<file path="src/rtl/rom_loader_pkg.sv">
// Shared defaults and FSM state encoding for the sequential ROM loader.
package rom_loader_pkg;

  localparam int DEF_ADDR_W    = 5;
  localparam int DEF_DATA_W    = 8;
  localparam int DEF_DB_CYCLES = 4;

  typedef enum logic {
    IDLE  = 1'b0,
    CLEAR = 1'b1
  } state_t;

endpackage

</file>
<file path="src/rtl/rom_loader_if.sv">
// Operator-facing bundle of the loader: buttons, switches and display/status outputs.
interface rom_loader_if
  import rom_loader_pkg::*;
#(
  parameter int ADDR_W = DEF_ADDR_W,
  parameter int DATA_W = DEF_DATA_W
);

  logic              btn_wr;
  logic              btn_clr;
  logic [DATA_W-1:0] din;
  logic [ADDR_W-1:0] rd_addr;
  logic [DATA_W-1:0] rd_data;
  logic [ADDR_W-1:0] wr_ptr;
  logic              full;
  logic              busy;
  logic              err;

  // The master is the operator panel; the slave is the loader itself.
  modport master (
    output btn_wr, btn_clr, din, rd_addr,
    input  rd_data, wr_ptr, full, busy, err
  );

  modport slave (
    input  btn_wr, btn_clr, din, rd_addr,
    output rd_data, wr_ptr, full, busy, err
  );

endinterface

</file>
<file path="src/rtl/rom_loader_button_conditioner.sv">
// Raw pushbutton to one-cycle press pulse: 2-flop synchronizer, debounce, rising-edge detect.
module button_conditioner #(
  parameter int DB_CYCLES = 4
) (
  input  logic clk,
  input  logic reset,
  input  logic btn_raw,
  output logic press
);

  localparam int                CNT_W    = (DB_CYCLES > 1) ? $clog2(DB_CYCLES + 1) : 1;
  localparam logic [CNT_W-1:0] CNT_LAST = CNT_W'(DB_CYCLES - 1);

  logic             sync_q1;
  logic             sync_q2;
  logic [CNT_W-1:0] cnt;
  logic             level_q;
  logic             level_d;

  // NOTE: sequential state uses non-blocking assignments so every flop samples pre-edge values.
  always_ff @(posedge clk or posedge reset) begin
    if (reset) begin
      sync_q1 <= 1'b0;
      sync_q2 <= 1'b0;
      cnt     <= '0;
      level_q <= 1'b0;
      level_d <= 1'b0;
    end else begin
      sync_q1 <= btn_raw;
      sync_q2 <= sync_q1;
      level_d <= level_q;
      // Any sample agreeing with the current level restarts the stability run.
      if (sync_q2 == level_q) begin
        cnt <= '0;
      end else if (cnt == CNT_LAST) begin
        level_q <= sync_q2;
        cnt     <= '0;
      end else begin
        cnt <= cnt + 1'b1;
      end
    end
  end

  assign press = level_q & ~level_d;

endmodule

</file>
<file path="src/rtl/rom_loader.sv">
// Writable memory filled byte-by-byte from a write button, swept to zero by a clear button.
module rom_loader
  import rom_loader_pkg::*;
#(
  parameter int ADDR_W    = DEF_ADDR_W,
  parameter int DATA_W    = DEF_DATA_W,
  parameter int DB_CYCLES = DEF_DB_CYCLES
) (
  input  logic         clk,
  input  logic         reset,
  rom_loader_if.slave  io
);

  localparam int DEPTH = 1 << ADDR_W;

  logic wr_press;
  logic clr_press;

  button_conditioner #(.DB_CYCLES(DB_CYCLES)) u_wr_btn (
    .clk     (clk),
    .reset   (reset),
    .btn_raw (io.btn_wr),
    .press   (wr_press)
  );

  button_conditioner #(.DB_CYCLES(DB_CYCLES)) u_clr_btn (
    .clk     (clk),
    .reset   (reset),
    .btn_raw (io.btn_clr),
    .press   (clr_press)
  );

  state_t            state_q,   state_d;
  logic [ADDR_W-1:0] wr_ptr_q,  wr_ptr_d;
  logic [ADDR_W-1:0] clr_idx_q, clr_idx_d;
  logic              full_q,    full_d;
  logic              err_q,     err_d;

  logic              mem_we;
  logic [ADDR_W-1:0] mem_waddr;
  logic [DATA_W-1:0] mem_wdata;
  logic [DATA_W-1:0] mem [DEPTH];
  logic [DATA_W-1:0] rd_data_q;

  always_ff @(posedge clk or posedge reset) begin
    if (reset) begin
      state_q   <= IDLE;
      wr_ptr_q  <= '0;
      clr_idx_q <= '0;
      full_q    <= 1'b0;
      err_q     <= 1'b0;
    end else begin
      state_q   <= state_d;
      wr_ptr_q  <= wr_ptr_d;
      clr_idx_q <= clr_idx_d;
      full_q    <= full_d;
      err_q     <= err_d;
    end
  end

  // NOTE: every output of this block gets a default first, so no path can infer a latch.
  always_comb begin
    state_d   = state_q;
    wr_ptr_d  = wr_ptr_q;
    clr_idx_d = clr_idx_q;
    full_d    = full_q;
    err_d     = 1'b0;
    mem_we    = 1'b0;
    mem_waddr = wr_ptr_q;
    mem_wdata = io.din;

    case (state_q)
      IDLE: begin
        // Clear outranks a coincident write, and that write is dropped silently.
        if (clr_press) begin
          state_d   = CLEAR;
          clr_idx_d = '0;
        end else if (wr_press) begin
          if (full_q) begin
            err_d = 1'b1;
          end else begin
            mem_we   = 1'b1;
            wr_ptr_d = wr_ptr_q + 1'b1;
            if (wr_ptr_q == ADDR_W'(DEPTH - 1)) begin
              full_d = 1'b1;
            end
          end
        end
      end

      CLEAR: begin
        err_d     = wr_press;
        mem_we    = 1'b1;
        mem_waddr = clr_idx_q;
        mem_wdata = '0;
        clr_idx_d = clr_idx_q + 1'b1;
        if (clr_idx_q == ADDR_W'(DEPTH - 1)) begin
          state_d  = IDLE;
          wr_ptr_d = '0;
          full_d   = 1'b0;
        end
      end

      default: state_d = IDLE;
    endcase
  end

  // NOTE: the storage array has no reset so it maps onto plain RAM; only the read register resets.
  always_ff @(posedge clk) begin
    if (mem_we) begin
      mem[mem_waddr] <= mem_wdata;
    end
  end

  // Registered read sees the pre-write contents when addresses collide.
  always_ff @(posedge clk or posedge reset) begin
    if (reset) begin
      rd_data_q <= '0;
    end else begin
      rd_data_q <= mem[io.rd_addr];
    end
  end

  assign io.rd_data = rd_data_q;
  assign io.wr_ptr  = wr_ptr_q;
  assign io.full    = full_q;
  assign io.busy    = (state_q == CLEAR);
  assign io.err     = err_q;

endmodule

</file>
<file path="src/flat_wrapper.sv">
// flat-port wrapper written by rule: the top's interface ports become plain ports
module rom_loader_flat import rom_loader_pkg::*;
#(
  parameter int ADDR_W    = DEF_ADDR_W,
  parameter int DATA_W    = DEF_DATA_W,
  parameter int DB_CYCLES = DEF_DB_CYCLES
)
  (clk, reset, io_btn_wr, io_btn_clr, io_din, io_rd_addr, io_rd_data, io_wr_ptr, io_full, io_busy, io_err);
  rom_loader_if #(.ADDR_W(ADDR_W), .DATA_W(DATA_W)) io_i ();
  input  logic clk;
  input  logic reset;
  input wire logic [$bits(io_i.btn_wr)-1:0] io_btn_wr;
  input wire logic [$bits(io_i.btn_clr)-1:0] io_btn_clr;
  input wire logic [$bits(io_i.din)-1:0] io_din;
  input wire logic [$bits(io_i.rd_addr)-1:0] io_rd_addr;
  output wire logic [$bits(io_i.rd_data)-1:0] io_rd_data;
  output wire logic [$bits(io_i.wr_ptr)-1:0] io_wr_ptr;
  output wire logic [$bits(io_i.full)-1:0] io_full;
  output wire logic [$bits(io_i.busy)-1:0] io_busy;
  output wire logic [$bits(io_i.err)-1:0] io_err;
  assign io_i.btn_wr = io_btn_wr;
  assign io_i.btn_clr = io_btn_clr;
  assign io_i.din = io_din;
  assign io_i.rd_addr = io_rd_addr;
  assign io_rd_data = io_i.rd_data;
  assign io_wr_ptr = io_i.wr_ptr;
  assign io_full = io_i.full;
  assign io_busy = io_i.busy;
  assign io_err = io_i.err;
  rom_loader #(.ADDR_W(ADDR_W), .DATA_W(DATA_W), .DB_CYCLES(DB_CYCLES)) u_core (.clk(clk), .reset(reset), .io(io_i));
endmodule
</file>
<file path="config.mk">
export PLATFORM = sky130hd
export DESIGN_NAME = rom_loader_flat
export DESIGN_NICKNAME = d
export VERILOG_FILES = /design/src/rtl/rom_loader_pkg.sv /design/src/rtl/rom_loader_if.sv /design/src/rtl/rom_loader_button_conditioner.sv /design/src/rtl/rom_loader.sv /design/src/flat_wrapper.sv
export SDC_FILE = /design/constraint.sdc
export NUM_CORES = 1
export LEC_CHECK = 0
export ABC_CLOCK_PERIOD_IN_PS = 2400
export BUFFER_PORTS_ARGS = -buffer_cell sky130_fd_sc_hd__clkbuf_2
export CORE_UTILIZATION = 35
export CTS_CLUSTER_DIAMETER = 100
export DETAILED_ROUTE_END_ITERATION = 6
export PLACE_DENSITY = 0.56
export SLEW_MARGIN = 30
export SYNTH_ARGS = -nofsm -noshare
export SYNTH_HDL_FRONTEND = slang
export SYNTH_SLANG_ARGS = --single-unit
</file>
<file path="constraint.sdc">
create_clock -name clk -period 2.4 [get_ports clk]
set_clock_uncertainty 0.15 [all_clocks]
set_input_delay 0.12 -clock clk [delete_from_list [all_inputs] [get_ports clk]]
set_output_delay 0.12 -clock clk [all_outputs]
set_load 0.005 [all_outputs]
</file>
==> results.sh <==
export IMPL_status="completed"
export IMPL_drt_wl_total_um=24270
export IMPL_synth_edf_count=256
export IMPL_startpoint_type="flip-flop"
export IMPL_final_hold_viol_count=0
export IMPL_drc=0
export IMPL_layout_cells_non_filler=1108
export IMPL_setup_tns_ns=0
export IMPL_seq_area_frac_synth_pct=75.12
export IMPL_area_growth_pct=18.37
export IMPL_clk_latency_ns=0.56
export IMPL_synthArstFlopShare_pct=12.03
export IMPL_start_util_pct=35.85
export IMPL_grt_pass1_vias=5887
export IMPL_fin_nets=672
export IMPL_gp_congestion=0.7232
export IMPL_pin_count=33
export IMPL_ir_drop_mv=0.5897
export IMPL_p_sw_share_pct=26.35
export IMPL_synth_ff_type="edfxtp_1"
export IMPL_firstDrtPassIters=4
export IMPL_vias=5574
export IMPL_worst_pin_slew_ns=0.5849
export IMPL_combPwrFrac_pct=17.3
export IMPL_synth_cells=552
export IMPL_die_x_um=182.5
export IMPL_grt_max_degree=36
export IMPL_ys_seq_elements=291
export IMPL_cts_buffer_depth=3
export IMPL_num_antenna_cells=0
export IMPL_dpl_hpwl_um=15350
export IMPL_clock_power_share_pct=33.7
export IMPL_grt_usage_pct=15.17
export IMPL_vias_per_cell=5.031
export IMPL_grt_pass1_wl_um=37380
export IMPL_die_y_um=182.5
export IMPL_numPortBuffers=32
export IMPL_antenna_found_initial=0
export IMPL_arrival_ns=2.28
export IMPL_wire_per_inst_um=21.91
export IMPL_die_area_um2=33300
export IMPL_endpoint_kind="flip-flop"
export IMPL_maxCapViolCount=0
export IMPL_synth_area_um2=11400
export IMPL_max_slew_margin_rel_pct=60.67
export IMPL_grt_overflow_total=0
export IMPL_core_area_um2=31800
export IMPL_finalSetupViolCount=0
export IMPL_syn_area_per_cell_um2=20.65
export IMPL_cellPowerDensity_nw_per_um2=1017
export IMPL_path_clk_slew_ns=0.06
export IMPL_setup_worst_path_class="reg -> reg"
export IMPL_synth_cell_type_count=35
export IMPL_p_leak_uw=0.004616
export IMPL_post_route_cell_area_um2=13490
export IMPL_ys_warn_count=0
export IMPL_antenna_left=0
export IMPL_period_minus_slack_ns=2.192
export IMPL_syn_nets=575
export IMPL_p_int_uw=10110
export IMPL_power_share_sequential_pct=49.0
export IMPL_hold_path_class="in -> async"
export IMPL_dpl_cell_area_um2=12460
export IMPL_drive_gt1_share_pct=34.47
export IMPL_final_util_pct=42.44
export IMPL_clock_sinks=291
export IMPL_drt_iter0_drc=593
export IMPL_clock_fmax_mhz=456.1
export IMPL_ctsRootBufferMaster="clkbuf_16"
export IMPL_htree_levels=1
export IMPL_worstPathMaxFanout=8
export IMPL_ff2ff_setup_slack_ns=0.21
export IMPL_cp_data_required_time_ns=2.49
export IMPL_cts_tree="done"
export IMPL_numCtsBuffers=30
export IMPL_finalCritPeriodShare_pct=91.35
export IMPL_switchingPower_uw=3617
export IMPL_rows=65
export IMPL_grt_setup_unrepaired="false"
export IMPL_drv_slew=0
export IMPL_dp_cells=1048
## cell families after synthesis
logic type,synth area share (%)
adder cells (fa/ha/maj),0.6585
buffers and inverters,1.295
AO/OA/AOI/OAI,1.877
multiplexers,16.88
flip-flops,75.12
XOR/XNOR,0.1537
AND/OR/NAND/NOR,4.017
## cells in the final DEF, fill, tap and decap left out, types with 2 or more instances in the layout
| cell | instances |
|---|---|
| mux2_2 | 10 |
| nand2_1 | 23 |
| nand3_1 | 6 |
| buf_12 | 4 |
| nor2b_2 | 8 |
| o21ai_0 | 9 |
| a21oi_1 | 5 |
| clkbuf_8 | 4 |
| clkinv_1 | 6 |
| o32ai_1 | 3 |
| clkbuf_2 | 31 |
| nand2b_1 | 6 |
| nor3b_1 | 3 |
| a32o_1 | 2 |
| nor2_1 | 38 |
| nor3_1 | 4 |
| nor2b_1 | 8 |
| buf_4 | 52 |
| clkinv_2 | 8 |
| edfxtp_1 | 256 |
| inv_1 | 4 |
| clkbuf_1 | 4 |
| a22oi_1 | 3 |
| dfrtp_1 | 35 |
| and3_1 | 2 |
| dlygate4sd3_1 | 4 |
| o31ai_1 | 3 |
| o31a_1 | 2 |
| bufinv_16 | 3 |
| clkbuf_16 | 30 |
| ha_1 | 6 |
| xnor2_1 | 2 |
| mux4_2 | 80 |
## state kept, by name (all words and copies together) (netlist names)
| signal | cells |
|---|---|
| u_core.u_wr_btn.level_d | 1 |
| u_core.u_clr_btn.sync_q2 | 1 |
| u_core.mem | 256 |
| u_core.io.busy | 1 |
| u_core.u_wr_btn.sync_q1 | 1 |
| u_core.u_wr_btn.level_q | 1 |
| u_core.u_clr_btn.level_d | 1 |
| u_core.u_clr_btn.cnt | 3 |
| u_core.io.rd_data | 8 |
| u_core.u_wr_btn.cnt | 3 |
| u_core.io.wr_ptr | 5 |
| u_core.clr_idx_q | 5 |
| u_core.io.err | 1 |
| u_core.u_clr_btn.level_q | 1 |
| u_core.u_clr_btn.sync_q1 | 1 |
| u_core.io.full | 1 |
| u_core.u_wr_btn.sync_q2 | 1 |
## worst max-delay path: stages (launching register included)
cell	delay, ns
dfrtp_1	0.42
nor2b_1	0.16
o31ai_1	0.47
o21ai_1	0.15
buf_4	0.20
nor2_1	0.11
buf_4	0.22
## Yosys cell counts (all sizes together), types with 5 or more instances
cell type | n | share of area (%)
nand3 | 6 | 0.26
a21oi | 5 | 0.22
ha | 6 | 0.66
nand2b | 6 | 0.33
edfxtp | 256 | 67
o21ai | 10 | 0.44
nor2b | 16 | 0.88
clkbuf | 10 | 0.33
mux4 | 80 | 16
dfrtp | 35 | 7.7
mux2 | 10 | 0.99
buf | 16 | 0.80
nor2 | 38 | 1.3
nand2 | 23 | 0.76
## routing by layer
metal  global-route usage, %  vias up  share of wire, %
met3                   2.554       34               5.5
li1                        -     2446                 -
met5                       0        -                 0
met2                   24.03      163                47
met1                   21.64     2931                45
met4                   4.269        0               2.1
## final timing paths
path,startpoint,endpoint,cells after the start
worst max-delay path,u_core.u_clr_btn.level_q,u_core.mem[0][6],6
worst min-delay path,reset,u_core.io.wr_ptr[4],4
worst max register to register,u_core.u_clr_btn.level_q,u_core.mem[0][6],6
worst min register to register,u_core.u_wr_btn.sync_q1,u_core.u_wr_btn.sync_q2,0
max in group asynchronous,reset,u_core.io.rd_data[7],4
min in group clk,io_btn_wr,u_core.u_wr_btn.sync_q1,2
## cell type report
| class | count | area (um^2) |
|---|---|---|
| multi-input combinational | 230 | 2709 |
| clock buffer | 38 | 820.8 |
| inverter | 5 | 22.52 |
| clock inverter | 18 | 168.9 |
| tap | 435 | 544.3 |
| fill | 2758 | 18310 |
| timing repair buffer | 91 | 665.6 |
| sequential | 291 | 8563 |
## per-stage QoR
step,hold slack (ns),worst slack (ns),total power (uW)
after CTS,0.01711,0.1929,13850
after detailed placement,0.08136,0.1322,9237
final,0.05086,0.2076,13720
after global placement,0.08276,0.1057,9106
after global routing,0.03896,0.03594,14320
after floorplan,0.001430,0.08693,8117
## power by group through the flow
stage | Sequential [uW] | Combinational (uW) | Clock [uW]
3_5_place_dp | 6840 | 2400 | 0
6_report | 6730 | 2370 | 4620
4_1_cts | 6740 | 2410 | 4700
2_1_floorplan | 6740 | 1380 | 0
5_1_grt | 6800 | 2580 | 4940
3_3_place_gp | 6800 | 2310 | 0
## repair_timing
item                                    CTS  global route
endpoints found under the setup margin    0             7
setup buffers                             0             0
hold buffers                              4             0
gates resized for setup                   0             1
endpoints found under the hold margin    45             0
(Power assumes the default switching activity.)
